$ cat src/rtl/input_pkg.sv
// Shared constants and helpers for the board input conditioning blocks.
// The defaults target a 100 MHz clock with a 20 ms debounce window.
package input_pkg;

  localparam int CLK_HZ              = 100_000_000;
  localparam int DB_MS               = 20;
  localparam int DB_CYCLES_DEFAULT   = (CLK_HZ / 1000) * DB_MS;
  localparam int SYNC_STAGES_DEFAULT = 2;

  typedef enum logic [1:0] {
    EDGE_NONE = 2'b00,
    EDGE_RISE = 2'b01,
    EDGE_FALL = 2'b10
  } edge_e;

  // Stability counter width; a single-cycle filter still needs one bit.
  function automatic int cnt_width(input int cycles);
    return (cycles > 1) ? $clog2(cycles) : 1;
  endfunction

endpackage

$ cat src/rtl/debounce_channel.sv
// One conditioned input: synchroniser chain, stability counter, accepted level,
// registered rise/fall pulses and a sticky change flag.
module debounce_channel
  import input_pkg::*;
#(
  parameter int DB_CYCLES   = DB_CYCLES_DEFAULT,
  parameter int SYNC_STAGES = SYNC_STAGES_DEFAULT
) (
  input  logic clk,
  input  logic rst,
  input  logic raw_i,
  input  logic clr_i,
  output logic level_o,
  output logic rise_o,
  output logic fall_o,
  output logic changed_o,
  output logic pulse_next_o
);

  localparam int            CW      = cnt_width(DB_CYCLES);
  localparam logic [CW-1:0] CNT_MAX = CW'(DB_CYCLES - 1);

  logic [SYNC_STAGES-1:0] sync_q;
  logic                   s;
  logic [CW-1:0]          cnt_q;
  logic [CW-1:0]          cnt_d;
  logic                   level_q;
  logic                   level_d;
  logic                   rise_q;
  logic                   fall_q;
  logic                   changed_q;
  logic                   changed_d;
  edge_e                  edge_d;

  assign s = sync_q[SYNC_STAGES-1];

  // Any cycle where the synchronised pin agrees with the level restarts the count.
  always_comb begin
    cnt_d   = '0;
    level_d = level_q;
    edge_d  = EDGE_NONE;
    if (s != level_q) begin
      if (cnt_q == CNT_MAX) begin
        level_d = s;
        edge_d  = s ? EDGE_RISE : EDGE_FALL;
      end else begin
        cnt_d = cnt_q + 1'b1;
      end
    end
  end

  // A pulse seen this cycle outranks a simultaneous clear.
  assign changed_d = rise_q | fall_q | (changed_q & ~clr_i);

  always_ff @(posedge clk) begin
    if (!rst) begin
      sync_q    <= '0;
      cnt_q     <= '0;
      level_q   <= 1'b0;
      rise_q    <= 1'b0;
      fall_q    <= 1'b0;
      changed_q <= 1'b0;
    end else begin
      sync_q    <= {sync_q[SYNC_STAGES-2:0], raw_i};
      cnt_q     <= cnt_d;
      level_q   <= level_d;
      rise_q    <= (edge_d == EDGE_RISE);
      fall_q    <= (edge_d == EDGE_FALL);
      changed_q <= changed_d;
    end
  end

  assign level_o      = level_q;
  assign rise_o       = rise_q;
  assign fall_o       = fall_q;
  assign changed_o    = changed_q;
  assign pulse_next_o = (edge_d != EDGE_NONE);

endmodule

$ cat src/rtl/input_debounce_bank.sv
// Bank of N independent debounced inputs plus a registered "something changed
// this cycle" summary that lines up with the per-channel pulses.
module input_debounce_bank
  import input_pkg::*;
#(
  parameter int N           = 24,
  parameter int DB_CYCLES   = DB_CYCLES_DEFAULT,
  parameter int SYNC_STAGES = SYNC_STAGES_DEFAULT
) (
  input  logic         clk,
  input  logic         rst,
  input  logic [N-1:0] raw,
  output logic [N-1:0] level,
  output logic [N-1:0] rise,
  output logic [N-1:0] fall,
  output logic [N-1:0] changed,
  input  logic [N-1:0] clr,
  output logic         any_change
);

  if (DB_CYCLES < 1) begin : g_bad_db_cycles
    $error("input_debounce_bank: DB_CYCLES must be >= 1");
  end
  if (SYNC_STAGES < 2) begin : g_bad_sync_stages
    $error("input_debounce_bank: SYNC_STAGES must be >= 2");
  end

  logic [N-1:0] pulse_next;
  logic         any_change_q;

  for (genvar gi = 0; gi < N; gi++) begin : g_chan
    debounce_channel #(
      .DB_CYCLES   (DB_CYCLES),
      .SYNC_STAGES (SYNC_STAGES)
    ) u_chan (
      .clk          (clk),
      .rst          (rst),
      .raw_i        (raw[gi]),
      .clr_i        (clr[gi]),
      .level_o      (level[gi]),
      .rise_o       (rise[gi]),
      .fall_o       (fall[gi]),
      .changed_o    (changed[gi]),
      .pulse_next_o (pulse_next[gi])
    );
  end

  // Registered from the channels' next-state pulses so it coincides with rise/fall.
  always_ff @(posedge clk) begin
    if (!rst) begin
      any_change_q <= 1'b0;
    end else begin
      any_change_q <= |pulse_next;
    end
  end

  assign any_change = any_change_q;

endmodule

$ cat config.mk
export PLATFORM = sky130hd
export DESIGN_NAME = input_debounce_bank
export DESIGN_NICKNAME = d
export VERILOG_FILES = /design/src/rtl/input_pkg.sv /design/src/rtl/debounce_channel.sv /design/src/rtl/input_debounce_bank.sv
export SDC_FILE = /design/constraint.sdc
export NUM_CORES = 1
export LEC_CHECK = 0
export BUFFER_PORTS_ARGS = -buffer_cell sky130_fd_sc_hd__buf_2
export CORE_ASPECT_RATIO = 1.5
export CORE_MARGIN = 4
export CORE_UTILIZATION = 26
export CTS_BUF_LIST = sky130_fd_sc_hd__clkbuf_4 sky130_fd_sc_hd__clkbuf_8
export DETAILED_ROUTE_END_ITERATION = 7
export SLEW_MARGIN = 20
export SYNTH_ARGS = -nofsm -noshare
export SYNTH_HDL_FRONTEND = slang
export SYNTH_HIERARCHICAL = 1
export SYNTH_SLANG_ARGS = --single-unit
$ cat constraint.sdc
create_clock -name clk -period 2.3 [get_ports clk]
set_input_delay 0.46 -clock clk [delete_from_list [all_inputs] [get_ports clk]]
set_output_delay 0.46 -clock clk [all_outputs]
set_load 0.01 [all_outputs]
After elaboration in Yosys (flattened, before gate mapping)
Cells that the tools add are included.
{ "word_totals": {"ff_bits": 649, "input_bits": 50, "out_inout_bits": 97} }
{ "classes": {"addsub": 24, "n_eq_ne": 96, "n_mux": 72, "bitwise": 121, "n_reduce_logical": 73} }
{ "ops": {"columns": ["cell", "count"], "rows": [
  ["$add A21 B1 Y21 const B", 24],
  ["$eq A21 B21 Y1 const B", 24],
  ["$mux W2", 72],
  ["$reduce_or A3 Y1", 24],
  ["$not A1 Y1", 49],
  ["$eq A2 B1 Y1 const B", 24],
  ["$eq A2 B2 Y1 const B", 24],
  ["$or A1 B1 Y1", 48],
  ["$reduce_and A2 Y1", 24],
  ["$reduce_bool A2 Y1", 24],
  ["$and A1 B1 Y1", 24],
  ["$ne A1 B1 Y1", 24],
  ["$reduce_or A24 Y1", 1]
]} }

Logic depth before layout (Yosys ltp)
Gate-level depths: netlist of run 1.
{ "logic_depth": {"word_depth": 5, "ltp_mapped": 9, "mapped_depth_nobuf": 8} }

Cells and area by module
The synthesis of run 1 kept the hierarchy.
{ "modules_own_cells": {"columns": ["module", "n_inst", "cells_each", "area_each_um2"], "rows": [
  ["debounce_channel (g_chan[0].u_chan ...)", 23, 137, 1234.9],
  ["debounce_channel (g_chan[9].u_chan)", 1, 134, 1197.4],
  ["input_debounce_bank", 1, 10, 81.3]
]} }

Least setup slack after synthesis of run 1
Ideal clock, no wire load.
{ "synth_path": {"kind": "register to register", "from": "reg g_chan[9].u_chan.cnt_q[0]", "to": "reg any_change_q, in the netlist any_change", "setup_ns": 0.058, "arrival_time_ns": 1.702, "t_required_ns": 2.242, "slack_ns": 0.540, "stages_incl_launch_ff": 9, "n_path_buf": 0, "cell_sequence": "dfxtp_1 ha_1 nand3_1 or3_1 nand4b_1 nor2b_1 nor4_1 nand2_1 o21a_1"} }
{ "synth_via": {"elab_chain_len": 5} }
{ "synth_rtl": {"columns": ["item", "line_no", "source"], "rows": [
  ["start, declared", "debounce_channel.sv:25", "logic [CW-1:0] cnt_q;"],
  ["start signal, assigned", "debounce_channel.sv:65", "cnt_q <= cnt_d;"],
  ["$eq A21 B21 Y1", "debounce_channel.sv:43", "if (cnt_q == CNT_MAX) begin"],
  ["$mux W2", "debounce_channel.sv:43", null],
  ["$mux W2", "debounce_channel.sv:42", "if (s != level_q) begin"],
  ["$reduce_bool A2 Y1", "debounce_channel.sv:77", "assign pulse_next_o = (edge_d != EDGE_NONE);"],
  ["named net pulse_next[9]", "input_debounce_bank.sv:28", "logic [N-1:0] pulse_next;"],
  ["$reduce_or A24 Y1", "input_debounce_bank.sv:53", "any_change_q <= |pulse_next;"],
  ["end signal, assigned", "input_debounce_bank.sv:53", null],
  ["end, declared", "input_debounce_bank.sv:29", "logic any_change_q;"]
]} }
The timed path passes the listed nets, and every way through them passes these cells.
A chain may end at the register's enable or synchronous reset.

Worst setup path after layout of run 1
{ "layout_path": {"from": "reg g_chan[11].u_chan.cnt_q[15]", "to": "reg any_change_q, in the netlist any_change"} }
{ "layout_via": {"elab_chain_len": 5} }
{ "layout_rtl": {"columns": ["item", "line_no"], "rows": [
  ["start, declared", "debounce_channel.sv:25"],
  ["start signal, assigned", "debounce_channel.sv:65"],
  ["$eq A21 B21 Y1", "debounce_channel.sv:43"],
  ["$mux W2", "debounce_channel.sv:43"],
  ["$mux W2", "debounce_channel.sv:42"],
  ["$reduce_bool A2 Y1", "debounce_channel.sv:77"],
  ["named net pulse_next[11]", "input_debounce_bank.sv:28"],
  ["$reduce_or A24 Y1", "input_debounce_bank.sv:53"]
]} }
The timed path passes the listed nets, and every way through them passes these cells.

==> results of run 1 <==
cells in the final DEF, fill, tap and decap left out, types with 24 or more instances in the layout:
cell and instances:
nor2b_1 48, clkinv_2 24, o31a_1 24, o21ai_0 72, nand2_1 239, a21oi_1 95
nor2_1 410, o21ai_1 24, and3_1 117, clkbuf_8 140, mux2i_1 24, nand4_1 280
nor4_1 78, dfxtp_1 649, or4_4 24, o31ai_1 47, nand3_1 122, dlygate4sd3_1 48
a21oi_2 24, xnor2_1 126, and2_1 118, xor2_1 235, nor3b_1 24, buf_2 145
or3_1 76, nor3_1 50, inv_1 26, buf_4 163, and4_1 70, ha_1 24
clkbuf_4 24
registers in the layout (all words and copies together) (netlist names):
register / cells
g_chan.u_chan/sync_q: 48
g_chan.u_chan/fall_o: 24
any_change: 1
g_chan.u_chan/changed_o: 24
g_chan.u_chan/rise_o: 24
g_chan.u_chan/level_o: 24
g_chan.u_chan/cnt_q: 504
layer usage:
layer / vias up / GRT usage (%)
met5: - / 0
met4: 0 / 5.39
met3: 138 / 2.07
met2: 322 / 20.1
met1: 11419 / 12.4
li1: 12470 / -
critical path, delay by kind of cell, from the launching register on:
kind / cells / cell delay, ps
AO/OA/AOI/OAI: 1 / 130
flip-flops: 1 / 400
AND/OR/NAND/NOR: 6 / 1560
Yosys cell counts (all sizes together), types with 70 or more instances:
master / instances / area (um^2)
nand2: 239 / 897
and2: 118 / 738
and3: 117 / 732
or3: 99 / 734
xor2: 235 / 2060
nand3: 168 / 1240
dfxtp: 649 / 13000
and4: 70 / 613
o21ai: 96 / 480
buf: 142 / 912
nand4: 281 / 1770
a21oi: 119 / 686
nor2: 410 / 1540
nor4: 81 / 513
xnor2: 126 / 1100
cells by family after synthesis:
kind of cell    count (synthesis)
flops                         649
mux                            24
simple gates                 1781
fa+ha+maj                      24
buf+inv                       169
xor+xnor                      361
compound gates                287
area by class of cell:
class                      instances  area (um^2)
clock inverter                    38          362
clock buffer                     164         2110
antenna                            4         10.0
timing repair buffer             360         2500
multi-input combinational       2477        15700
tap                             1453         1820
fill                           11660        77600
sequential                       649        13000
inverter                          26         97.6
path summary, 6_finish.rpt:
kind / end / slack [ps] / cells past startpoint
max: any_change$_SDFF_PN0_ / 140 / 7
min: g_chan[6].u_chan/changed_o$_SDFF_PN0_ / 120 / 3
max reg2reg: any_change$_SDFF_PN0_ / 140 / 7
min reg2reg: g_chan[22].u_chan/sync_q[1]$_SDFF_PN0_ / 430 / 1
power by group through the flow:
stage / logic [uW] / registers [uW] / clock network (uW)
2_1_floorplan: 139 / 11600 / 0
3_3_place_gp: 305 / 11600 / 0
3_5_place_dp: 307 / 11600 / 0
4_1_cts: 372 / 11300 / 12100
5_1_grt: 411 / 11300 / 12500
6_report: 363 / 11300 / 11400
metrics by stage:
stage | setup WS [ps] | total power (uW) | hold slack [ps] | TNS (ps) | instances
3_3_place_gp | -295 | 11900 | 415 | -295 | 4917
2_1_floorplan | 540 | 11700 | 412 | 0 | 3295
6_report | 144 | 23100 | 124 | 0 | 5171
5_1_grt | 28.1 | 24200 | 82.6 | 0 | 5169
4_1_cts | 37.0 | 23800 | 26.7 | 0 | 5167
3_5_place_dp | 11.5 | 11900 | 419 | 0 | 4917
what timing repair did:
| item | in CTS | in global routing |
|---|---|---|
| hold buffers | 48 | 0 |
| setup endpoints to repair | 0 | 1 |
| hold endpoints to repair | 48 | 0 |
| gates resized for setup | 0 | 3 |
==> results.py, run 1 <==
metrics = {
    "cells_and_area": {
        "fin_area_mm2": 0.0356,
        "area_growth_pct": 19.9,
        "drive_gt1_share_pct": 17.1,
        "nets": 3698,
        "final_core_util_pct": 31.4,
    },
    "logic_synthesis": {
        "ys_warn_count": 6,
        "synth_ff_type": "dfxtp_1",
        "async_flop_share_pct": 0,
        "synth-seq-cells": 649,
        "synth_cell_types": 40,
        "muxShareOfSynthArea_pct": 0.809,
        "synth-xor-area-share_pct": 10.7,
        "synth_top_family_by_area": "simple AND/OR/NAND/NOR gates",
        "synth_edf_count": 0,
        "synth_fa_ha_area_share_pct": 1.01,
        "synth_compound_gate_area_share_pct": 5.85,
        "syn_area_mm2": 0.0297,
        "avgSynthCellArea_um2": 9.01,
        "synth_cells": 3295,
        "synth_simple_gate_area_share_pct": 34.5,
        "ys_seq_area_share_pct": 43.8,
        "syn_nets": 3369,
    },
    "run_status": {
        "status": "finished, final reports clean",
    },
    "sta": {
        "final_max_slew_viol_count": 0,
        "rsz0062_at_grt": "no",
        "fin_crit_sh_pct": 93.7,
        "period_needed_ps": 2160,
        "fmax_mhz": 464,
        "maxSlewHeadroom_pct": 52.2,
        "skew_ps": 51.9,
        "setup_viol": 0,
        "worst_pin_slew_ps": 712,
        "hold_viol_final": 0,
    },
    "floorplanning": {
        "die_width_um": 284,
        "die_h_um": 422,
        "io_pins": 147,
        "initial_core_util_pct": 26.2,
        "core_area_mm2": 0.113,
        "core.rowCount": 151,
        "dieArea_mm2": 0.120,
    },
    "power": {
        "comb_power_share_pct": 1.6,
        "power.density_mw_per_mm2": 649,
        "peakVddDrop_uv": 435,
        "p_switching_uw": 5180,
        "p_sw_share_pct": 22.4,
        "p_clk_share_pct": 49.4,
        "pwr-share-seq_pct": 49.1,
        "leakage_uw": 0.0119,
        "p_int_uw": 17900,
    },
    "setup_path": {
        "crit_path_frequent_cell": "nand2_1",
        "crit_path_top_delay_cell": "nor4bb_1",
        "timing_worst_setup_path_type": "reg -> reg",
        "critPathCaptureType": "register",
        "critPathArrivalTime_ps": 2900,
        "reg2reg_from": "g_chan[11].u_chan/cnt_q[15]$_SDFF_PP0_",
        "worst_setup_path_start_kind": "register",
        "critical-path-max-stage-delay_ps": 480,
        "startpoint": "g_chan[11].u_chan/cnt_q[15]$_SDFF_PP0_",
        "cp.required_ps": 3040,
        "worstPathCellList": "nor4bb_1, nand2_1, or3_4, nor2b_1, nor4_1, nand2_1, o21a_1",
        "path_max_fanout": 4,
    },
    "placement": {
        "gp_congestion": 0.814,
        "io_buffers": 146,
        "hpwl_mm": 47.2,
        "placed_cell_area_mm2": 0.0326,
    },
    "route": {
        "dr_total_vias": 24349,
        "avgRoutedWirePerCell_um": 13.0,
        "met1_length_mm": 28.6,
        "drt_iter0_drc": 960,
        "dr.pass1.iters": 5,
        "ant_nets": 0,
        "met3_length_mm": 2.47,
        "totalWireLength_mm": 67.4,
        "via_per_inst": 4.71,
        "dr_wl_met2_mm": 34.0,
        "drc": 0,
        "top_layer": "met4",
    },
    "grt": {
        "grt_max_degree": 68,
        "gr-total-overflow": 0,
        "grtUsageTotal_pct": 11.1,
        "grt_pass1_wl_mm": 114,
        "grt_pass1_vias": 23933,
        "antenna_found_initial": 4,
    },
    "worst_hold_path": {
        "hp-start": "rst",
        "hold_class": "in -> reg",
    },
    "cts": {
        "post_cts_buffers": 0,
        "clock_path_buffers": 3,
        "cts.sinks": 649,
        "numCtsBuffers": 110,
        "cts-root-buf": "clkbuf_8",
        "cts_tree": "built",
        "clock_latency_ps": 790,
        "htree_levels": 3,
        "cts.clk_slew.worst_paths_ps": 70,
    },
    "flow_run": {
        "maxCapViolations": 0,
    },
}
No activity file was read; power rests on OpenSTA's default activity.
==> run 2: changes to the inputs <==
ABC_AREA = 1   (was unset)
==> results.py, run 2 <==
metrics = {
    "route": {
        "dr.pass1.iters": 5,
        "drc": 0,
        "drt_iter0_drc": 1058,
        "via_per_inst": 4.30,
        "avgRoutedWirePerCell_um": 11.9,
        "ant_nets": 0,
        "dr_total_vias": 28087,
        "totalWireLength_mm": 77.4,
    },
    "cts": {
        "clock_path_buffers": 3,
        "numCtsBuffers": 108,
        "cts_tree": "built",
        "cts.clk_slew.worst_paths_ps": 70,
        "cts-root-buf": "clkbuf_8",
        "cts_resized": 0,
        "cts.sinks": 649,
        "htree_levels": 3,
        "clock_latency_ps": 800,
    },
    "grt": {
        "grt_pass1_wl_mm": 128,
        "antenna_found_initial": 2,
        "grt_pass1_vias": 27577,
        "gr-total-overflow": 0,
        "grtUsageTotal_pct": 11.7,
        "grt_max_degree": 43,
    },
    "cells_and_area": {
        "layout_commonest_cell": "nand2_1",
        "final_cells": 6525,
        "top_regs": "g_chan.u_chan/cnt_q: 504 flops, g_chan.u_chan/sync_q: 48 flops",
        "top_register": "g_chan.u_chan/cnt_q",
        "nets": 4909,
        "mostFrequentLayoutCells": "nand2_1 (1073), nor2_1 (1020), dfxtp_1 (649)",
        "area_growth_pct": 16.6,
        "drive_gt1_share_pct": 15.3,
        "largest_reg_flops": 504,
    },
    "logic_synthesis": {
        "async_flop_share_pct": 0,
        "synth_ff_type": "dfxtp_1",
        "synth-seq-cells": 649,
        "avgSynthCellArea_um2": 7.12,
        "synth_top_area_cell": "dfxtp_1",
        "synth_cell_types": 25,
        "ys_warn_count": 6,
        "syn_nets": 4640,
        "synth.most_common_cell": "nand2_1",
        "synthTopCellsByArea": "dfxtp_1 (40%), nand2_1 (12%), nor2_1 (12%), inv_1 (5.6%), xor2_1 (3.8%)",
        "synth_edf_count": 0,
        "synth_common_cells": "nand2_1 (1073), nor2_1 (1020), dfxtp_1 (649)",
        "syn_area_mm2": 0.0325,
        "synth_cells": 4566,
        "yosys.area.top_type_share_pct": 40.0,
        "ys_seq_area_share_pct": 40.0,
    },
    "sta": {
        "skew_ps": 52.5,
        "period_needed_ps": 1990,
        "rsz0062_at_grt": "no",
        "hold_viol_final": 0,
        "final_max_slew_viol_count": 0,
        "fin_crit_sh_pct": 86.4,
        "worst_pin_slew_ps": 451,
        "maxSlewHeadroom_pct": 69.8,
        "fmax_mhz": 503,
        "setup_viol": 0,
    },
    "setup_path": {
        "timing_worst_setup_path_type": "reg -> reg",
        "critPathArrivalTime_ps": 2680,
        "path_max_fanout": 5,
        "reg2reg_from": "g_chan[13].u_chan/cnt_q[0]$_SDFF_PP0_",
        "rrSetupSlack_ps": 310,
        "startpoint": "g_chan[13].u_chan/cnt_q[0]$_SDFF_PP0_",
        "worst_setup_path_start_kind": "register",
        "cp.required_ps": 2990,
        "timing.rr.end": "any_change$_SDFF_PN0_",
        "ff2ff_path_depth": 11,
        "critPathCaptureType": "register",
        "endpoint": "any_change$_SDFF_PN0_",
    },
    "placement": {
        "gp_congestion": 0.888,
        "hpwl_mm": 57.9,
        "placed_cells": 6275,
        "io_buffers": 146,
    },
    "power": {
        "leakage_uw": 0.0127,
        "peakVddDrop_uv": 431,
        "finalPower_uw": 23700,
        "power.density_mw_per_mm2": 625,
    },
    "flow_run": {
        "maxCapViolations": 0,
    },
    "floorplanning": {
        "core.rowCount": 158,
        "core_area_mm2": 0.124,
        "io_pins": 147,
        "die_h_um": 441,
        "initial_core_util_pct": 26.2,
        "die_width_um": 297,
        "dieArea_mm2": 0.131,
    },
    "worst_hold_path": {
        "hold_class": "in -> reg",
    },
    "run_status": {
        "status": "finished, final reports clean",
    },
}
[run 2: cell count changes after synthesis, moves of 70 or more]
cell and change:
and2_1 -118, and3_1 -117, and4_1 -70, buf_2 -96, inv_1 +459, nand2_1 +834, nand2_2 +93, nand3_1 +121
nand4_1 -185, nor2_1 +610, nor2_2 +73, nor4_1 -80, or3_1 -76, xor2_1 -94
[run 2: metrics by stage]
step | setup slack, ps | instance area (um^2) | setup TNS [ps] | util, % | hold slack, ps
6_report | 312 | 37900 | 0 | 30.6 | 128
2_1_floorplan | 919 | 32500 | 0 | - | 390
5_1_grt | 22.0 | 37900 | 0 | 30.6 | 44.7
3_5_place_dp | -2.96 | 34800 | -2.96 | 28.1 | 396
3_3_place_gp | -35.9 | 34800 | -35.9 | 28.1 | 392
4_1_cts | 7.08 | 37900 | 0 | 30.6 | 30.8
[run 2: repair_timing]
item | CTS | global route
buffers inserted | 0 | 0
hold buffers | 50 | 0
endpoints found under the hold margin | 46 | 0
[run 2: worst min-delay path by stage]
stage | start | to | cells past startpoint
floorplan | g_chan[0].u_chan/sync_q[0]$_SDFF_PN0_ | g_chan[0].u_chan/sync_q[1]$_SDFF_PN0_ | 2
CTS | clr[13] | g_chan[13].u_chan/changed_o$_SDFF_PN0_ | 4
global placement | g_chan[15].u_chan/sync_q[0]$_SDFF_PN0_ | g_chan[15].u_chan/sync_q[1]$_SDFF_PN0_ | 2
finish | clr[13] | g_chan[13].u_chan/changed_o$_SDFF_PN0_ | 4
global route | clr[13] | g_chan[13].u_chan/changed_o$_SDFF_PN0_ | 4
detailed placement | g_chan[4].u_chan/sync_q[0]$_SDFF_PN0_ | g_chan[4].u_chan/sync_q[1]$_SDFF_PN0_ | 2
[run 2: layer usage]
| layer | wire, um | track usage (%) |
|---|---|---|
| met1 | 31200 | 12.0 |
| met2 | 40200 | 22.6 |
| met3 | 2740 | 2.07 |
| met4 | 3220 | 5.81 |
| met5 | 0 | 0 |
[run 2: cell type report]
| class | count | area (um^2) |
|---|---|---|
| diodes | 2 | 5.00 |
| clock buffers | 153 | 2010 |
| clock inverters | 45 | 549 |
| fillers | 13331 | 86100 |
| inverters | 508 | 1910 |
| multi-input cells | 3361 | 17100 |
| flip-flops and latches | 649 | 13000 |
| well taps | 1600 | 2000 |
| repair buffers | 207 | 1350 |
[run 2: critical path, stage by stage, from the launching register on]
cell and delay [ps]:
dfxtp_1 330, ha_1 270, nand3_2 170, nor2_2 70, nand4_1 120, inv_1 110, nor2_1 280, nand2_1 80
nor2_1 230, nand3_1 110, nand2_1 70, inv_1 40
[run 2: cells by family after synthesis]
logic type,count (synthesis),share of synthesized area [%]
xor+xnor,263,7.09
simple gates,2787,39.1
fa+ha+maj,24,0.924
buf+inv,556,7.51
flops,649,40.0
compound gates,287,5.39
[run 2: power by group]
group / internal (uW) / leakage, uW / switching (uW)
sequential: 11300 / 0.00524 / 33.8
combinational: 157 / 0.00617 / 227
clock: 6920 / 0.00134 / 5060
==> run 3: changes to the inputs <==
CORE_UTILIZATION = 55   (was 26)
PLACE_DENSITY = 0.72   (was unset)
==> results.py, run 3 (synthesis gave the netlist of run 2 again) <==
metrics = {
    "floorplanning": {
        "initial_core_util_pct": 55.8,
        "core_area_mm2": 0.0582,
        "core.rowCount": 108,
        "io_pins": 147,
        "die_width_um": 206,
        "dieArea_mm2": 0.0631,
        "die_h_um": 306,
    },
    "grt": {
        "top_usage_layer": "met2",
        "grt_pass1_wl_mm": 121,
        "met1_usage_pct": 24.9,
        "antenna_found_initial": 1,
        "grtUsageTotal_pct": 22.4,
        "grt_max_degree": 37,
        "grt_pass1_vias": 27533,
        "use_met2_pct": 41.8,
        "grt_use_met3_pct": 3.15,
        "gr-total-overflow": 0,
    },
    "worst_hold_path": {
        "hold_class": "in -> reg",
    },
    "route": {
        "via_per_inst": 4.95,
        "avgRoutedWirePerCell_um": 12.5,
        "drt_iter0_drc": 1332,
        "dr.pass1.iters": 7,
        "totalWireLength_mm": 70.7,
        "dr_total_vias": 28048,
        "drc": 0,
        "ant_nets": 0,
    },
    "sta": {
        "final_max_slew_viol_count": 0,
        "worst_pin_slew_ps": 453,
        "skew_ps": 25.4,
        "rsz0062_at_grt": "no",
        "fmax_mhz": 550,
        "setup_viol": 0,
        "hold_viol_final": 0,
        "period_needed_ps": 1820,
        "finalSetupTns_ps": 0,
        "fin_crit_sh_pct": 79.1,
        "maxSlewHeadroom_pct": 69.7,
    },
    "placement": {
        "gp_congestion": 0.923,
        "placed_cell_area_mm2": 0.0337,
        "hpwl_mm": 52.4,
        "io_buffers": 146,
    },
    "setup_path": {
        "worstPathCellList": "ha_1, nand3_2, nor2_2, nand4_1, inv_1, nor2_1, nand2_1, nor2_1, nand3_1, nand2_1, inv_1",
        "critPathCaptureType": "register",
        "critPathArrivalTime_ps": 2400,
        "critical-path-max-stage-delay_ps": 320,
        "worst_setup_path_start_kind": "register",
        "crit_path_top_delay_cell": "dfxtp_1",
        "path_max_fanout": 5,
        "cp.required_ps": 2880,
        "timing_worst_setup_path_type": "reg -> reg",
    },
    "cells_and_area": {
        "mostFrequentLayoutCells": "nand2_1 (1073), nor2_1 (1020), dfxtp_1 (649)",
        "seqCellArea_mm2": 0.0130,
        "final_core_util_pct": 62.7,
        "multiInputGateArea_mm2": 0.0171,
        "nets": 4889,
        "nFillCells": 5541,
        "top_register": "g_chan.u_chan/cnt_q",
        "layout_commonest_cell": "nand2_1",
        "largest_reg_flops": 504,
        "area_growth_pct": 12.4,
        "top_regs": "g_chan.u_chan/cnt_q: 504 flops, g_chan.u_chan/sync_q: 48 flops",
        "drive_gt1_share_pct": 15.0,
        "fin_area_mm2": 0.0365,
    },
    "cts": {
        "clock_path_buffers": 3,
        "ctsHoldBuffers": 44,
        "post_cts_buffers": 0,
        "htree_levels": 3,
        "cts_tree": "built",
        "clock_latency_ps": 700,
        "cts-root-buf": "clkbuf_8",
        "cts.sinks": 649,
        "numCtsBuffers": 99,
        "cts_resized": 0,
        "cts.clk_slew.worst_paths_ps": 60,
    },
    "power": {
        "leakage_uw": 0.0126,
        "peakVddDrop_uv": 474,
        "power.density_mw_per_mm2": 620,
    },
    "flow_run": {
        "maxCapViolations": 0,
    },
    "run_status": {
        "status": "finished, final reports clean",
    },
}
-- run 3: worst max-delay path, delay by kind of cell, from the launching register on --
kind	cells	cell delay, ps
and+or+nand+nor	8	1000
DFF	1	320
adders and majority gates	1	270
buffers and inverters	2	110
-- run 3: path summary, 6_finish.rpt --
path / from / end / slack, ps / cells past startpoint
setup / recovery: g_chan[20].u_chan/cnt_q[0]$_SDFF_PP0_ / any_change$_SDFF_PN0_ / 480 / 11
hold / removal: rst / g_chan[3].u_chan/sync_q[0]$_SDFF_PN0_ / 90 / 3
setup reg to reg: g_chan[20].u_chan/cnt_q[0]$_SDFF_PP0_ / any_change$_SDFF_PN0_ / 480 / 11
hold reg to reg: g_chan[15].u_chan/sync_q[0]$_SDFF_PN0_ / g_chan[15].u_chan/sync_q[1]$_SDFF_PN0_ / 410 / 2
-- run 3: layout make-up --
| cell class | instances | area share (%) |
|---|---|---|
| diodes | 1 | 0.00685 |
| clock inverters | 36 | 1.23 |
| flip-flops and latches | 649 | 35.6 |
| inverters | 508 | 5.22 |
| well taps | 770 | 2.64 |
| clock buffers | 149 | 5.19 |
| multi-input cells | 3361 | 46.7 |
| repair buffers | 196 | 3.40 |
-- run 3: layer usage --
layer  up-vias  routed length [um]
li1      14777                   -
met1     12626               29000
met2       472               36600
met3       173                2520
met4         0                2600
met5         -                   0
-- run 3: report_power, final --
| part | internal (uW) | switching [uW] | total, uW |
|---|---|---|---|
| registers | 11300 | 35.1 | 11300 |
| logic | 144 | 208 | 352 |
| clock network | 6420 | 4550 | 11000 |
-- run 3: metrics by stage --
step	power, uW	worst slack, ps	cells	hold slack [ps]
floorplan	11800	919	4566	390
global placement	11900	427	5440	391
detailed placement	11900	374	5440	396
CTS	23000	419	5669	20.5
global route	23600	229	5670	57.9
finish	22600	480	5670	90.9
